$ cat config.mk
export PLATFORM = sky130hd
export DESIGN_NAME = seq_frame_tx
export DESIGN_NICKNAME = d
export VERILOG_FILES = /design/src/rtl/seq_frame_tx.sv
export SDC_FILE = /design/constraint.sdc
export NUM_CORES = 1
export LEC_CHECK = 0
export CORE_UTILIZATION = 35
export CTS_CLUSTER_DIAMETER = 150
export CTS_CLUSTER_SIZE = 12
export DETAILED_ROUTE_END_ITERATION = 10
export HOLD_SLACK_MARGIN = 0.15
export PLACE_DENSITY_LB_ADDON = 0.2
export SETUP_SLACK_MARGIN = 0.2
export SLEW_MARGIN = 30
export SYNTH_ARGS = -nofsm -noshare
export SYNTH_HDL_FRONTEND = slang
export SYNTH_SLANG_ARGS = --single-unit
$ cat constraint.sdc
create_clock -name clk -period 2.1 [get_ports clk]
set_input_delay 0.21 -clock clk [delete_from_list [all_inputs] [get_ports clk]]
set_output_delay 0.21 -clock clk [all_outputs]
set_load 0.02 [all_outputs]
$ cat src/rtl/seq_frame_tx.sv
// Bit-serial frame transmitter: sync pattern, payload MSB first, even parity bit, then an idle gap.
// One payload word per frame is accepted over a valid/ready handshake while idle.
module seq_frame_tx #(
    parameter logic [15:0] SYNC_PATTERN = 16'b100111,
    parameter int unsigned SYNC_LEN     = 6,
    parameter int unsigned DATA_W       = 8,
    parameter int unsigned GAP_CYCLES   = 2
) (
    input  logic              clk,
    input  logic              reset,
    input  logic [DATA_W-1:0] in_data,
    input  logic              in_valid,
    output logic              in_ready,
    output logic              out,
    output logic              out_valid,
    output logic              busy,
    output logic              frame_done
);

    localparam int unsigned MAX_SD  = (SYNC_LEN > DATA_W) ? SYNC_LEN : DATA_W;
    localparam int unsigned MAX_CNT = (MAX_SD > GAP_CYCLES) ? MAX_SD : GAP_CYCLES;
    localparam int unsigned CNT_W   = $clog2(MAX_CNT + 1);
    localparam int unsigned SR_W    = SYNC_LEN + DATA_W;

    localparam logic [CNT_W-1:0] SYNC_LOAD = CNT_W'(SYNC_LEN - 1);
    localparam logic [CNT_W-1:0] DATA_LOAD = CNT_W'(DATA_W - 1);
    localparam logic [CNT_W-1:0] GAP_LOAD  = CNT_W'((GAP_CYCLES == 0) ? 0 : GAP_CYCLES - 1);

    typedef enum logic [2:0] {StIdle, StSync, StData, StParity, StGap} state_t;

    state_t           state;
    logic [CNT_W-1:0] cnt;
    logic [SR_W-1:0]  shreg;
    logic             parity;
    logic [SR_W-1:0]  frame_word;

    // Sync and payload share one shift register so the line is always its MSB.
    assign frame_word = {SYNC_PATTERN[SYNC_LEN-1:0], in_data};
    assign in_ready   = (state == StIdle) & ~reset;

    always_ff @(posedge clk or posedge reset) begin
        if (reset) begin
            state      <= StIdle;
            cnt        <= '0;
            shreg      <= '0;
            parity     <= 1'b0;
            out        <= 1'b0;
            out_valid  <= 1'b0;
            busy       <= 1'b0;
            frame_done <= 1'b0;
        end else begin
            unique case (state)
                StIdle: begin
                    if (in_valid) begin
                        state     <= StSync;
                        cnt       <= SYNC_LOAD;
                        out       <= frame_word[SR_W-1];
                        shreg     <= frame_word << 1;
                        parity    <= ^in_data;
                        out_valid <= 1'b1;
                        busy      <= 1'b1;
                    end
                end
                StSync: begin
                    out   <= shreg[SR_W-1];
                    shreg <= shreg << 1;
                    if (cnt == '0) begin
                        state <= StData;
                        cnt   <= DATA_LOAD;
                    end else begin
                        cnt <= cnt - 1'b1;
                    end
                end
                StData: begin
                    if (cnt == '0) begin
                        state      <= StParity;
                        out        <= parity;
                        frame_done <= 1'b1;
                    end else begin
                        cnt   <= cnt - 1'b1;
                        out   <= shreg[SR_W-1];
                        shreg <= shreg << 1;
                    end
                end
                StParity: begin
                    out        <= 1'b0;
                    out_valid  <= 1'b0;
                    frame_done <= 1'b0;
                    if (GAP_CYCLES == 0) begin
                        state <= StIdle;
                        busy  <= 1'b0;
                    end else begin
                        state <= StGap;
                        cnt   <= GAP_LOAD;
                    end
                end
                StGap: begin
                    if (cnt == '0) begin
                        state <= StIdle;
                        busy  <= 1'b0;
                    end else begin
                        cnt <= cnt - 1'b1;
                    end
                end
                default: state <= StIdle;
            endcase
        end
    end

endmodule

## After elaboration in Yosys (flattened, before gate mapping)

Index checks and enable logic that the tools add are counted.

| word-level totals | value |
|---|---|
| flip-flop bits (word level) | 26 |
| output and inout port bits | 5 |
| word-level logic and storage cells | 59 |

| operators by class | value |
|---|---|
| $add $sub $neg | 1 |
| equality and inequality tests | 10 |
| multiplexer cells | 20 |
| bitwise logic cells | 2 |
| reduce and logical (&&, ||, !) cells | 18 |

Operators with widths:

| cell | number |
|---|---|
| $pmux 14 s3 | 1 |
| $mux 14 | 2 |
| $pmux 4 s4 | 1 |
| $pmux 3 s5 | 1 |
| $mux 3 | 4 |
| $mux 4 | 3 |
| $ne 2x2->1 const B | 6 |
| $reduce_and 3->1 | 3 |
| $reduce_and 2->1 | 4 |
| $reduce_bool 4->1 | 2 |
| $reduce_xor 8->1 | 1 |
| $eq 3x2->1 const B | 2 |
| $pmux 1 s2 | 3 |
| $reduce_bool 2->1 | 3 |
| $logic_not 4->1 | 1 |
| $mux 1 | 4 |
| $pmux 1 s4 | 1 |
| $reduce_and 4->1 | 1 |
| $sub 4x1->4 const B | 1 |
| $eq 3x1->1 const B | 1 |
| $eq 3x3->1 const B | 1 |
| $logic_not 3->1 | 1 |
| $reduce_bool 3->1 | 1 |
| $reduce_or 2->1 | 1 |
| other kinds (2) | 2 |

## Depth between registers and ports, before layout

| depth | value |
|---|---|
| depth after elaboration | 4 |
| mapped depth | 7 |
| mapped depth without buffers | 6 |

## Worst setup path after synthesis

Ideal clock, no wire load.

| path | value |
|---|---|
| path kind | register to register |
| start point | register cnt[0] |
| end point | register shreg[10] |
| library setup time | 0.125 ns |
| arrival | 1.692 ns |
| required time | 1.975 ns |
| slack | 0.283 ns |
| stages on the path, launching flop included | 7 |
| cell sequence | dfrtp_1 > inv_1 > ha_1 > nor3b_2 > o22a_1 > nor2_4 > mux2_2 |

| between the ends | value |
|---|---|
| word-level cells in the longest chain between the ends | 3 |

RTL lines:

| what | line | text |
|---|---|---|
| start, declared | 32 | `logic [CNT_W-1:0] cnt;` |
| start signal, assigned | 71 | `cnt <= cnt - 1'b1;` |
| start signal, assigned | 80 | `cnt <= cnt - 1'b1;` |
| start signal, assigned | 102 | `cnt <= cnt - 1'b1;` |
| $logic_not 4->1 | 75 | `if (cnt == '0) begin` |
| $ne 2x2->1 (no source line) | - |  |
| $reduce_and 3->1 (no source line) | - |  |
| end signal, assigned | 58 | `shreg <= frame_word << 1;` |
| end signal, assigned | 66 | `shreg <= shreg << 1;` |
| end signal, assigned | 82 | `shreg <= shreg << 1;` |
| end, declared | 33 | `logic [SR_W-1:0] shreg;` |

Every way passes these cells.
A chain may end at the register's enable or synchronous reset.

## Worst setup path in the final report

| path | value |
|---|---|
| start point | register cnt[0] |
| end point | register state[0] |

| between the ends | value |
|---|---|
| word-level cells in the longest chain between the ends | 3 |
| elaborated cells between the ends (all ways) | 5 |
| classes of those cells | eq/ne (3); reduce/logical (2) |

RTL lines:

| what | line | text |
|---|---|---|
| $logic_not 4->1 * | 67, 75, 98 |  |
| $ne 2x2->1 (no source line) | - |  |
| $reduce_and 4->1 (no source line) * | - |  |
| end signal, assigned | 68 | `state <= StData;` |
| end signal, assigned | 76 | `state <= StParity;` |
| end signal, assigned | 99 | `state <= StIdle;` |
| end, declared | 31 | `state_t state;` |

Mark *: on every way between the ends. The rest lies on a longest branch, timed or not.

==> parameters.txt <==
Parameter                              Value

Status
  Outcome    completed

Finish
  Share of the core filled with cells    0.443
  Count of antenna diodes in the layout    0
  Most common library cell in the layout ignoring fill and taps    dfrtp_1
  NumNets Final    187
  Design Area, Final    0.00180 mm²
  Top library cells by usage in the layout, fill and taps aside    dfrtp_1 (25), mux2_2 (17), clkdlybuf4s50_1 (14), nand2_1 (13)
  Relative area change from synthesis to final layout    20.4%
  Proportion of layout cells with a drive suffix above 1    0.207

Setup path
  Worst Path Arrival    2.00 ns
  Type of origin of the critical path    flip-flop
  Launching point of the worst reg2reg path    cnt[0]
  Maximum single-stage delay on the critical path    0.51 ns
  Data required time of the critical path    2.29 ns
  Crit. End Element    flip-flop
  Flop-to-flop setup slack    0.30 ns
  Sequence of cells on the critical path    inv_1 > ha_4 > or3b_2 > or3_1 > a21oi_1
  Number of cells on the worst reg-to-reg path    5
  Origin of the worst setup path    cnt[0]
  Setup CP Type    flip-flop to flip-flop
  Peak fanout along the critical path    6
  Worst path slowest cell    or3b_2
  Worst setup path endpoint    state[0]
  Endpoint of the most critical register-to-register path    state[0]

STA
  Max transition margin    0.779
  Final worst hold slack    0.319 ns
  Final cycle utilization of the critical path    0.858
  Final critical-path setup slack    0.297 ns
  Accumulated negative setup slack    0 ns
  Pin slew with the least headroom to its limit    0.330 ns
  Final count of pins violating max slew    0
  Number of failing hold endpoints at the final stage    0
  Unrepaired setup endpoints after global routing    false
  Minimum clock period    1.80 ns
  Clock Skew    0.00687 ns
  Timing-limited maximum frequency    555 MHz
  Endpoints failing setup    0

Global route
  Met3 global-route usage    0.0253
  Global routing met1 resource utilization    0.184
  Overall fraction of global-route tracks in use    0.158
  Global route overflow    0
  Met2 track utilization from global routing    0.296
  Pin count of the biggest net entering global routing    27
  Number of antenna violations at the first check in global routing    0
  GRT Max-Usage Layer    met2
  Wire length of the first global-routing pass    5.41 mm
  Via count of the first global-routing pass    1,207

Synthesis
  Number of synthesized register bits    25
  Summed instance area of the synthesized netlist    0.00149 mm²
  Share of synthesized registers carrying an async set or reset    1.00
  Fraction of the yosys area taken by sequential cells    0.419
  Total number of yosys warnings    0
  Count of mapped cells out of synthesis    155
  Mapped Nets    167
  Mean Syn Cell Area    9.64 µm²
  Number of synthesized flops with an enable pin    0
  Count of distinct cell types in the synthesized netlist    40
  Primary FF master, synth    dfrtp_1

Routing
  First-pass detailed-route iteration total    4
  Vias per Instance    5.35
  Via count    1,199
  Number of routed nets with antenna violations    0
  Drc violations    0
  Iter 0 DRT Violations    125
  Routed wire per std cell    14.3 µm
  Aggregate routed wire length    3.21 mm

Pwr
  P_sw    0.00123 W
  Share of power burned in the clock network    0.096
  Seq pwr share    0.277
  Int Pwr    0.00181 W
  Switching power share of the total    0.405
  Static Leakage    0.730 nW
  Total power density per cell area    1690 mW/mm²
  Worst IR drop on VDD    0.000592 V
  Logic gate share of total power    0.627

Floorplanning
  Die span in y    67.3 µm
  # rows    23
  Starting Density    0.368
  I/O pins    16
  Area enclosed by the die boundary    0.00453 mm²
  Placeable core region    0.00406 mm²
  Die span in x    67.3 µm

Place
  Total placed instance area    0.00171 mm²
  Total of buffers placed on input and output ports    15
  Pre-CTS setup slack    0.144 ns
  Half-perimeter wire length after detailed placement    2.30 mm
  Global placer's final weighted congestion    0.787

Min path
  Hold Path Class    primary input to async pin

Clocking
  Max H-tree Level    1
  Clock Tree Buf Depth    2
  Clock latency on the worst-skew pair    0.27 ns
  Sink count of the clock tree    25
  CTS tree    yes
  Num CTS Buffers    3
  Clock slew at reported path FFs    0.09 ns
  Clock tree root driver cell    clkbuf_8

Job
  Reported max-cap violation count    0
[worst min path at each step]
stage | cells past startpoint | from | to
2_1_floorplan | 1 | reset | busy
3_3_place_gp | 1 | shreg[5] | shreg[5]
3_5_place_dp | 1 | shreg[10] | shreg[10]
4_1_cts | 3 | reset | cnt[2]
5_1_grt | 3 | reset | cnt[0]
6_report | 3 | reset | cnt[3]
[routing by layer]
layer  up-vias  part of all wire
met5         -                 0
met4         0            0.0053
met3         2             0.026
met2        20              0.51
met1       587              0.46
li1        590                 -
[what timing repair did]
item                                    CTS  global route
cloned                                    0             0
hold buffers                              0             0
pin swaps                                 1             0
setup buffers                             2             0
endpoints found under the setup margin   12            13
endpoints found under the hold margin     0             0
resized for setup                         1             2
[cells in the mapped netlist (2+ instances only)]
| cell | count | area share |
|---|---|---|
| o21ai_0 | 11 | 0.037 |
| nor2b_1 | 2 | 0.0084 |
| a31oi_1 | 3 | 0.013 |
| o22a_1 | 2 | 0.012 |
| nor3_1 | 2 | 0.0067 |
| nand2_1 | 13 | 0.033 |
| a21oi_1 | 11 | 0.037 |
| nand3_1 | 3 | 0.010 |
| nand2b_1 | 6 | 0.025 |
| o31ai_1 | 3 | 0.015 |
| xnor2_1 | 7 | 0.041 |
| o221ai_1 | 2 | 0.012 |
| o211ai_1 | 2 | 0.010 |
| inv_1 | 7 | 0.018 |
| clkbuf_1 | 5 | 0.013 |
| mux2_2 | 17 | 0.13 |
| or3_1 | 4 | 0.017 |
| buf_2 | 3 | 0.010 |
| dfrtp_1 | 25 | 0.42 |
| nor2_1 | 7 | 0.018 |
[layout make-up]
| class | count | area [µm²] |
|---|---|---|
| well taps | 50 | 62.6 |
| repair buffers | 25 | 236 |
| multi-input cells | 113 | 802 |
| flip-flops and latches | 25 | 626 |
| fillers | 395 | 2260 |
| clock buffers | 4 | 45.0 |
| inverters | 7 | 26.3 |
[state kept, by name (all words and copies together) (netlist names)]
name and flops:
shreg 13, out 1, frame_done 1, parity 1, out_valid 1, busy 1
cnt 4, state 3
[through the flow]
stage	power, W	instances
after floorplan	0.00222	155
after global placement	0.00257	218
after detailed placement	0.00264	218
after CTS	0.00303	224
after global routing	0.00329	224
final	0.00304	224
[worst max-delay path, delay by kind of cell, from the launching register on]
family / cells / cell delay (ns)
AND/OR/NAND/NOR: 2 / 0.88
adder cells (fa/ha/maj): 1 / 0.18
buffers and inverters: 1 / 0.14
flip-flops: 1 / 0.39
AO/OA/AOI/OAI: 1 / 0.14
[logic make-up after synthesis]
logic type,Yosys count,share of synthesized area
and+or+nand+nor,45,0.161
AOI/OAI and AO/OA,42,0.184
DFF,25,0.419
buffers and inverters,17,0.0528
muxes,17,0.128
xor gates and xnor gates,8,0.0469
adders and majority gates,1,0.00837
[power by group through the flow]
stage                     sequential (W)  clock (W)  combinational, W
after floorplan                 0.000836          0           0.00139
after global placement          0.000847          0           0.00173
after detailed placement        0.000862          0           0.00178
after CTS                       0.000842   0.000294           0.00189
after global routing            0.000871   0.000307           0.00211
final                           0.000842   0.000290           0.00190
Note: power is estimated with default switching activity, not from simulation.
